==> config.mk <==
export PLATFORM = sky130hd
export DESIGN_NAME = alu_main
export DESIGN_NICKNAME = d
export VERILOG_FILES = /design/src/rtl/alu_pkg.sv /design/src/rtl/alu_core.sv /design/src/rtl/alu_main.sv
export SDC_FILE = /design/constraint.sdc
export NUM_CORES = 1
export LEC_CHECK = 0
export ABC_AREA = 0
export CORE_MARGIN = 5
export CORE_UTILIZATION = 48
export CTS_BUF_LIST = sky130_fd_sc_hd__clkbuf_2 sky130_fd_sc_hd__clkbuf_4 sky130_fd_sc_hd__clkbuf_8
export DETAILED_ROUTE_END_ITERATION = 7
export GPL_ROUTABILITY_DRIVEN = 0
export GPL_TIMING_DRIVEN = 0
export PLACE_DENSITY = 0.74
export REMOVE_ABC_BUFFERS = 1
export SKIP_LAST_GASP = 1
export SYNTH_ARGS = -nofsm -noshare
export SYNTH_HDL_FRONTEND = slang
export SYNTH_SLANG_ARGS = --single-unit
==> constraint.sdc <==
create_clock -name clk -period 2.4 [get_ports clk]
set_input_delay 0.48 -clock clk [delete_from_list [all_inputs] [get_ports clk]]
set_output_delay 0.48 -clock clk [all_outputs]
set_load 0.02 [all_outputs]
==> src/rtl/alu_pkg.sv <==
// Shared constants for the registered ALU: default width and bit positions of the
// operand-control and operation-select words.
package alu_pkg;

  localparam int ALU_WIDTH = 8;

  localparam int IN_SEL_W   = 3;
  localparam int IN_CLR     = 0;
  localparam int IN_LOAD    = 1;
  localparam int IN_PERSIST = 2;

  localparam int OP_COUNT = 6;
  localparam int OP_ADD   = 0;
  localparam int OP_SUB   = 1;
  localparam int OP_AND   = 2;
  localparam int OP_OR    = 3;
  localparam int OP_XOR   = 4;
  localparam int OP_NOT   = 5;

endpackage

==> src/rtl/alu_core.sv <==
// Combinational ALU operation select; zero latency, no flow control.
// The lowest set bit of out_sel wins; an all-zero select yields zero.
module alu_core
  import alu_pkg::*;
#(
  parameter int WIDTH = ALU_WIDTH
) (
  input  logic [WIDTH-1:0]    a,
  input  logic [WIDTH-1:0]    b,
  input  logic [OP_COUNT-1:0] out_sel,
  output logic [WIDTH-1:0]    result
);

  always_comb begin
    result = '0;
    if (out_sel[OP_ADD])      result = a + b;
    else if (out_sel[OP_SUB]) result = a - b;
    else if (out_sel[OP_AND]) result = a & b;
    else if (out_sel[OP_OR])  result = a | b;
    else if (out_sel[OP_XOR]) result = a ^ b;
    else if (out_sel[OP_NOT]) result = ~a;
  end

endmodule

==> src/rtl/alu_main.sv <==
// Registered ALU top: operand registers feed alu_core, result is registered every edge.
// Latency: operands 2 cycles to out, out_sel 1 cycle; no backpressure, accepts every cycle.
module alu_main
  import alu_pkg::*;
#(
  parameter int WIDTH = ALU_WIDTH
) (
  input  logic                clk,
  input  logic                rst_n,
  input  logic [IN_SEL_W-1:0] in_sel,
  input  logic [WIDTH-1:0]    num1,
  input  logic [WIDTH-1:0]    num2,
  input  logic [OP_COUNT-1:0] out_sel,
  output logic [WIDTH-1:0]    out
);

  logic [WIDTH-1:0] a_q;
  logic [WIDTH-1:0] b_q;
  logic [WIDTH-1:0] result;

  // Clear outranks load; persist and the idle code both hold.
  always_ff @(posedge clk or negedge rst_n) begin
    if (!rst_n) begin
      a_q <= '0;
      b_q <= '0;
    end else if (in_sel[IN_CLR]) begin
      a_q <= '0;
      b_q <= '0;
    end else if (in_sel[IN_LOAD]) begin
      a_q <= num1;
      b_q <= num2;
    end else if (in_sel[IN_PERSIST]) begin
      a_q <= a_q;
      b_q <= b_q;
    end
  end

  alu_core #(
    .WIDTH(WIDTH)
  ) u_core (
    .a      (a_q),
    .b      (b_q),
    .out_sel(out_sel),
    .result (result)
  );

  always_ff @(posedge clk or negedge rst_n) begin
    if (!rst_n) out <= '0;
    else        out <= result;
  end

endmodule

==> run summary, run 1 <==
=================================================================================================================
Result of the run                                                                                    finished clean
Share of the synthesized netlist area taken by xor and xnor gates                                          0.452%
Setup slack after placement                                                                               -154 ps
Via/cell ratio                                                                                               5.51
Sinks on the clock net                                                                                         24
Number of flops mapped to enable cells by yosys                                                                 0
Post-layout net count                                                                                         296
CTS clk-pin slew, worst paths                                                                               90 ps
Cell Area, Synth                                                                                        1940 um^2
Most used flip-flop cell after synthesis                                                                  dfrtp_1
Total setup violations reported at the end of the flow                                                          0
CTS root buf                                                                                             clkbuf_8
Yosys warning count                                                                                             0
Post-synth top cells                                                                                 nor2_1 (29), dfrtp_1 (24), ha_1 (23)
Pwr per Cell Area                                                                                     479 nW/um^2
Reported max-cap violation count                                                                                0
Estimated wirelength of the detail-placed design                                                          3.13 mm
Largest net degree at the start of global routing                                                              25
First-pass GRT wire length                                                                                7.04 mm
Die span in y                                                                                             73.5 um
Crit path max fanout                                                                                           10
GRT overflow                                                                                                    0
Combined area of the multi-input logic cells                                                            1200 um^2
Portion of the clock cycle consumed by the worst path in the final layout                                   93.5%
Count of antenna diodes in the layout                                                                           0
Post-layout minimum cycle time                                                                            2240 ps
Endpoint class of the critical path                                                                      register
Multiplexer fraction of the synthesized cell area                                                           9.31%
Starting Density                                                                                            49.1%
Clock latency on the worst-skew pair                                                                       270 ps
WP data required                                                                                          2610 ps
Distinct cells, synth                                                                                          42
Drt total wl                                                                                              4.12 mm
Async set-reset flop share out of synthesis                                                                  100%
GRT Resource Usage Total                                                                                    16.3%
Maximum clock skew at final layout                                                                        3.32 ps
Arithmetic-cell share of the synthesized area counting full adders, half adders and majority gates          16.9%
Die boundary width                                                                                        73.5 um
Arrival @ worst endpoint                                                                                  2450 ps
Peak per-stage delay on the critical path                                                                  450 ps
Final hold violation count                                                                                      0
Leakage power figure                                                                                   0.00108 uW
DIE AREA                                                                                                5400 um^2
Final TNS setup                                                                                              0 ps
Crit path setup slack, layout                                                                              157 ps
Flip-flop and latch count after synthesis                                                                      24
Synth Area in Compound Gates                                                                                21.1%
Proportion of layout cells with a drive suffix above 1                                                      5.76%
Standard cell core area                                                                                 3940 um^2
Number of optimization iterations in the first detailed-route pass                                              4
Slew at the pin with the worst max-slew slack                                                             1090 ps
Count leader, synth                                                                                        nor2_1
Number of buffers added by the clock tree synthesis step                                                        3
Number of design rule violations left after detail routing                                                      0
Portion of the post-synthesis area used by sequential elements                                              31.0%
Simple-gate area share of the yosys netlist                                                                 13.8%
Crit path kind                                                                                            reg2reg
Final count of pins violating max slew                                                                          0
Average wire per standard cell                                                                            14.0 um
Setup crit start kind                                                                                    register
Post-Syn Instances                                                                                            218
Port bufs                                                                                                      33
Count of filler cells inserted in the layout                                                                  349
Worst min path class                                                                                      reg2reg
Site Rows                                                                                                      23
Count of pins on the block boundary                                                                            35
Clock tree from TritonCTS                                                                                    done
Mean Syn Cell Area                                                                                      8.88 um^2
Slowest stage cell, crit path                                                                               or3_2
Synth top area share                                                                                        31.0%
Clk buf depth                                                                                                   2
Via count of the first global-routing pass                                                                   1505
Sequential cell area                                                                                     601 um^2
Layout-stage area growth over the synthesis result                                                          21.1%
Largest area contributor in the synthesized netlist                                                       dfrtp_1
Max-slew headroom                                                                                           27.1%
Total number of vias                                                                                         1614
Initial antenna violation count                                                                                 0
Most area-consuming cells after synthesis                                                            dfrtp_1 (31%), ha_1 (15%), mux2i_1 (9.3%)
IR Drop Worst-Case VDD                                                                                   0.303 mV
Hold Path Stages                                                                                                2
Highest Clock Rate                                                                                        446 MHz
Antenna Nets Post-Route                                                                                         0
Worst-case reg-to-reg path depth                                                                                7
CTS H-tree lvls                                                                                                 1
Combinational family with the most area after synthesis                                              compound AO/OA/AOI/OAI gates
Crit path cell chain                                                                                 inv_1 -> ha_2 -> nor2_2 -> a221o_1 -> or3_2 -> a311oi_1 -> a21o_1
Drt first-iter violations                                                                                     132
=================================================================================================================
routing by layer:
metal / part of all wire (%) / track usage (%)
met1: 48 / 23.5
met2: 45 / 26.2
met3: 6.3 / 1.92
met4: 0.80 / 3.62
met5: 0 / 0
layout make-up:
cell class,instances,share of cell area (%)
well taps,50,2.67
inverters,22,3.52
flip-flops and latches,24,25.6
repair buffers,34,14.5
clock buffers,4,2.35
multi-input cells,159,51.3
critical path: cells and delay by family, from the launching register on:
kind / cells / cell delay, ps
AO/OA/AOI/OAI: 3 / 740
buffers and inverters: 1 / 70
adder cells (fa/ha/maj): 1 / 430
flip-flops: 1 / 430
AND/OR/NAND/NOR: 2 / 500
where the power goes:
part	switching, uW	internal [uW]
Combinational	195	182
Clock	139	147
Sequential	21.1	440
cell usage in the layout, fill, tap and decap left out, types with 2 or more instances in the layout:
| master | count |
|---|---|
| nand2b_1 | 2 |
| o31ai_1 | 2 |
| o21ai_0 | 3 |
| ha_2 | 2 |
| dfrtp_1 | 24 |
| mux2i_1 | 18 |
| nor2b_1 | 3 |
| clkdlybuf4s50_1 | 32 |
| nand2_1 | 9 |
| a31oi_1 | 3 |
| o22ai_1 | 5 |
| nor2_1 | 29 |
| fa_1 | 2 |
| nand3_1 | 2 |
| a21oi_1 | 14 |
| a211oi_1 | 7 |
| inv_1 | 22 |
| a21o_1 | 3 |
| o211ai_1 | 2 |
| ha_1 | 21 |
| clkbuf_8 | 4 |
| a221oi_1 | 11 |
| nor3b_1 | 2 |
sequential cells by signal, indices dropped and copies added (netlist names):
| register | cells |
|---|---|
| a_q | 8 |
| b_q | 8 |
| out | 8 |
final timing paths:
path	slack (ps)	start	end
setup / recovery	160	a_q[3]	out[5]
hold / removal	570	b_q[4]	b_q[4]
setup reg to reg	160	a_q[3]	out[5]
hold reg to reg	570	b_q[4]	b_q[4]
max in group asynchronous	950	rst_n	out[4]
min in group asynchronous	790	rst_n	b_q[0]
repair_timing:
action / CTS / global route
endpoints found under the setup margin: 0 / 3
resized for setup: 0 / 4
hold buffers: 0 / 0
buffers inserted: 0 / 1
logic make-up after synthesis:
| group | count (synthesis) |
|---|---|
| AO/OA/AOI/OAI | 58 |
| AND/OR/NAND/NOR | 57 |
| buffers and inverters | 35 |
| adder cells (fa/ha/maj) | 25 |
| flip-flops | 24 |
| multiplexers | 18 |
| XOR/XNOR | 1 |
per-stage QoR:
stage,hold WS (ps),util (%),power [uW],cell area (um^2),instances
6_report,571,59.4,1120,2340,293
5_1_grt,606,59.4,1200,2340,293
4_1_cts,577,58.9,1130,2320,292
3_5_place_dp,553,57.5,841,2270,288
3_3_place_gp,536,57.5,833,2270,288
2_1_floorplan,184,-,683,1880,205
Note: power is estimated with default switching activity, not from simulation.
==> run 2, diff against run 1 <==
Settings changed: CORE_MARGIN 5 to 4.
==> run summary, run 2 (synthesis gave the netlist of run 1 again) <==
========================================================================================
Portion of the clock cycle consumed by the worst path in the final layout          94.3%
Commonest non-fill, non-tap cell in the layout                              clkdlybuf4s50_1
Result of the run                                                           finished clean
Leakage power figure                                                          0.00108 uW
Estimated wirelength of the detail-placed design                                 3.15 mm
CTS clk-pin slew, worst paths                                                      90 ps
Post-layout minimum cycle time                                                   2260 ps
Drt total wl                                                                     4.05 mm
CTS root buf                                                                    clkbuf_8
Antenna Nets Post-Route                                                                0
Largest net degree at the start of global routing                                     25
Worst min path class                                                             reg2reg
Starting Density                                                                   51.3%
Beginning of the worst register-to-register path                                  a_q[4]
Slowest stage cell, crit path                                                      or4_1
Worst-case reg-to-reg path depth                                                       7
Critical Path Most Common Cell                                                     inv_1
Fraction of power consumed by sequential logic                                     38.6%
Worst min-delay path startpoint                                                   b_q[6]
Share of total power in the clock network                                          30.1%
Arrival @ worst endpoint                                                         2470 ps
Switching share of power                                                           29.5%
Final standard cell area without fillers                                       2350 um^2
Clock latency on the worst-skew pair                                              270 ps
Final TNS setup                                                                     0 ps
Internal power                                                                    844 uW
Die span in y                                                                    71.5 um
Placed Instance Area                                                           2270 um^2
GRT overflow                                                                           0
Initial antenna violation count                                                        0
Standard cell core area                                                        3770 um^2
Port bufs                                                                             33
Commonest cells after routing, fill and taps aside                          clkdlybuf4s50_1 (32), nor2_1 (29), dfrtp_1 (24), inv_1 (22), ha_1 (21)
Count of pins on the block boundary                                                   35
Endpoint of the worst-slack reg-to-reg timing path                                out[7]
Max-slew headroom                                                                  26.5%
Largest registers                                                           a_q (8), b_q (8), out (8)
WP data required                                                                 2600 ps
CTS H-tree lvls                                                                        1
Die boundary width                                                               71.5 um
IR Drop Worst-Case VDD                                                          0.347 mV
Pwr per Cell Area                                                            510 nW/um^2
Peak per-stage delay on the critical path                                         460 ps
Sinks on the clock net                                                                24
DIE AREA                                                                       5110 um^2
Cell type group with the largest total delay on the critical path           compound AO/OA/AOI/OAI gates
Setup crit start kind                                                           register
Count of antenna diodes in the layout                                                  0
Setup repair after global routing missed its margin                                  yes
Clock tree from TritonCTS                                                           done
Via/cell ratio                                                                      5.63
Number of design rule violations left after detail routing                             0
Reported max-cap violation count                                                       0
Drt first-iter violations                                                            136
Crit path max fanout                                                                   9
End point of the most critical hold path                                          b_q[6]
Worst R2R Setup Slack                                                             140 ps
Utilization of the core after routing                                              62.3%
Slew at the pin with the worst max-slew slack                                    1100 ps
Maximum clock skew at final layout                                               5.68 ps
Highest Clock Rate                                                               442 MHz
Crit path kind                                                                   reg2reg
CP bufs+invs                                                                           2
Via count of the first global-routing pass                                          1476
CP startpoint                                                                     a_q[4]
Number of buffers added by the clock tree synthesis step                               3
Hold buffer count at cts                                                               0
Post-layout net count                                                                295
Hold Path Stages                                                                       2
First-pass GRT wire length                                                       6.87 mm
Site Rows                                                                             22
Average wire per standard cell                                                   14.0 um
Net load switching power                                                          353 uW
Proportion of layout cells with a drive suffix above 1                             5.37%
Number of optimization iterations in the first detailed-route pass                     4
Endpoint class of the critical path                                             register
Final count of pins violating max slew                                                 0
Combinational share of power                                                       31.3%
Total number of vias                                                                1634
Clk buf depth                                                                          2
Buffers inserted by post-CTS timing repair                                             0
Final hold violation count                                                             0
GRT Resource Usage Total                                                           16.4%
Layout-stage area growth over the synthesis result                                 21.4%
Total setup violations reported at the end of the flow                                 0
Crit path cell chain                                                        inv_1 -> ha_2 -> inv_1 -> a221o_1 -> o21a_1 -> or4_1 -> a31oi_1
========================================================================================
==> run 2: what timing repair did <==
action,in CTS,in global routing
gates resized for setup,0,4
setup endpoints to repair,0,3
hold endpoints to repair,0,0
==> run 2: worst max path at each step <==
stage	endpoint	slack [ps]	depth (start not counted)
after global routing	out[6]	-20	9
after global placement	out[5]	-130	6
after detailed placement	out[5]	-160	6
after floorplan	out[7]	290	7
after CTS	out[6]	50	9
final	out[7]	140	7
==> run 2: layer usage <==
metal	up-vias	GRT usage, %	wire, um
li1	823	-	-
met1	756	22.6	1910
met2	50	26.5	1860
met3	5	2.95	243
met4	0	4.38	45
met5	-	0	0
==> run 2: stage by stage <==
stage / setup slack, ps / hold WS (ps) / total power (uW) / instances
final: 136 / 565 / 1200 / 290
after global routing: -24.5 / 604 / 1270 / 290
after CTS: 49.1 / 573 / 1210 / 290
after detailed placement: -159 / 550 / 843 / 286
after global placement: -134 / 528 / 834 / 286
after floorplan: 291 / 184 / 683 / 205
==> run 2: power groups by stage <==
| stage | sequential, uW | combinational, uW | clock [uW] |
|---|---|---|---|
| floorplan | 495 | 189 | 0 |
| global placement | 469 | 365 | 0 |
| detailed placement | 471 | 372 | 0 |
| CTS | 463 | 373 | 374 |
| global route | 469 | 414 | 392 |
| finish | 462 | 375 | 360 |
==> run 2: area by class of cell <==
cell class	instances	area (um^2)
tap	48	60.1
clock buffer	3	41.3
clock inverter	1	30.0
sequential	24	601
multi-input combinational	159	1200
timing repair buffer	33	333
fill	329	1420
inverter	22	82.6
==> run 2: tightest hold or removal path, delay by kind of cell (launching register included) <==
| family | cells | cell delay (ps) |
|---|---|---|
| simple gates | 1 | 70 |
| flops | 1 | 380 |
| mux | 1 | 80 |
==> run 3, diff against run 2 <==
Settings changed: CORE_MARGIN 4 to unset, HOLD_SLACK_MARGIN set to 0.15.
==> run summary, run 3 (synthesis gave the netlist of run 1 again) <==
========================================================================================
Pwr per Cell Area                                                            479 nW/um^2
Endpoint class of the critical path                                             register
CTS clk-pin slew, worst paths                                                      80 ps
Clock tree from TritonCTS                                                           done
Drt total wl                                                                     4.06 mm
Cell Count, Final, Fillers Out                                                       290
Post-layout minimum cycle time                                                   2250 ps
Crit path cell chain                                                        inv_1 -> ha_2 -> inv_1 -> a221o_1 -> o21a_1 -> or4_1 -> a31oi_1
Standard cell core area                                                        3770 um^2
Layout-stage area growth over the synthesis result                                 20.6%
Buffers inserted by post-CTS timing repair                                             0
Worst min path class                                                             reg2reg
GRT Resource Usage Total                                                           21.1%
Estimated wirelength of the detail-placed design                                 3.12 mm
Placed Instance Area                                                           2270 um^2
Sinks on the clock net                                                                24
Die span in y                                                                    65.5 um
Via count of the first global-routing pass                                          1574
Slowest stage cell, crit path                                                      or4_1
Final count of pins violating max slew                                                 0
Commonest cells after routing, fill and taps aside                          clkdlybuf4s50_1 (32), nor2_1 (29), dfrtp_1 (24), inv_1 (22), ha_1 (21)
Portion of the clock cycle consumed by the worst path in the final layout          93.7%
Leakage power figure                                                          0.00107 uW
CTS H-tree lvls                                                                        1
Count of pins on the block boundary                                                   35
Crit path kind                                                                   reg2reg
Peak per-stage delay on the critical path                                         460 ps
Critical Path Most Common Cell                                                     inv_1
Slew at the pin with the worst max-slew slack                                    1080 ps
IR Drop Worst-Case VDD                                                          0.249 mV
WP data required                                                                 2590 ps
Count of antenna diodes in the layout                                                  0
Site Rows                                                                             22
Reported max-cap violation count                                                       0
Hold buffer count at cts                                                               0
CP bufs+invs                                                                           2
Number of design rule violations left after detail routing                             0
Commonest non-fill, non-tap cell in the layout                              clkdlybuf4s50_1
Final hold violation count                                                             0
First-pass GRT wire length                                                       7.07 mm
Highest Clock Rate                                                               444 MHz
Max-slew headroom                                                                  27.5%
Proportion of layout cells with a drive suffix above 1                             5.37%
Average wire per standard cell                                                   14.0 um
Die boundary width                                                               65.5 um
Result of the run                                                           finished clean
# resized after CTS                                                                    0
Cell type group with the largest total delay on the critical path           compound AO/OA/AOI/OAI gates
DIE AREA                                                                       4290 um^2
Setup crit start kind                                                           register
Antenna Nets Post-Route                                                                0
Setup repair after global routing missed its margin                                   no
Initial antenna violation count                                                        0
Number of buffers added by the clock tree synthesis step                               3
Maximum clock skew at final layout                                               4.62 ps
Via/cell ratio                                                                      5.82
Utilization of the core after routing                                              61.9%
CTS root buf                                                                    clkbuf_8
Clk buf depth                                                                          2
Post-layout net count                                                                295
Port bufs                                                                             33
Starting Density                                                                   51.3%
Total setup violations reported at the end of the flow                                 0
Final standard cell area without fillers                                       2330 um^2
Total number of vias                                                                1687
GRT overflow                                                                           0
Clock latency on the worst-skew pair                                              260 ps
Number of optimization iterations in the first detailed-route pass                     4
Crit path max fanout                                                                   9
Largest registers                                                           a_q (8), b_q (8), out (8)
Drt first-iter violations                                                             98
Largest net degree at the start of global routing                                     25
Arrival @ worst endpoint                                                         2440 ps
# placed instances                                                                   286
Worst R2R Setup Slack                                                             150 ps
========================================================================================
[run 3: layout make-up]
class	instances	area (um^2)
multi-input combinational	159	1200
inverter	22	82.6
tap	48	60.1
fill	324	1440
clock buffer	4	55.1
sequential	24	601
timing repair buffer	33	333
[run 3: worst reg2reg max path: stages (launching register included)]
cell and delay, ps:
dfrtp_1 430, inv_1 70, ha_2 420, inv_1 80, a221o_1 350, o21a_1 210, or4_1 460, a31oi_1 160
[run 3: routing by layer]
metal	track usage [%]	part of all wire (%)	vias up
met5	0	0	-
met4	6.52	0.52	0
met3	3.65	4.5	2
met2	35.3	48	45
met1	27.5	47	816
li1	-	-	824
[run 3: through the flow]
step	hold WS [ps]	setup slack (ps)	power (uW)	TNS, ps
after floorplan	184	291	683	0
after global routing	625	0.118	1180	0
after detailed placement	552	-162	843	-162
final	576	150	1120	0
after global placement	529	-133	832	-133
after CTS	582	43.7	1130	0
[run 3: power by group]
part | internal (uW) | leakage, uW | switching, uW
clock network | 146 | 0.0000288 | 131
logic | 181 | 0.000730 | 196
registers | 440 | 0.000311 | 23.0
total | 767 | 0.00107 | 349
[run 3: path summary, 6_finish.rpt]
| check | end | depth (start not counted) | startpoint |
|---|---|---|---|
| worst min register to register | b_q[4] | 2 | b_q[4] |
| max in group asynchronous | a_q[6] | 1 | rst_n |
| worst min-delay path | b_q[4] | 2 | b_q[4] |
| worst max register to register | out[7] | 7 | a_q[4] |
| worst max-delay path | out[7] | 7 | a_q[4] |
| min in group asynchronous | b_q[1] | 1 | rst_n |
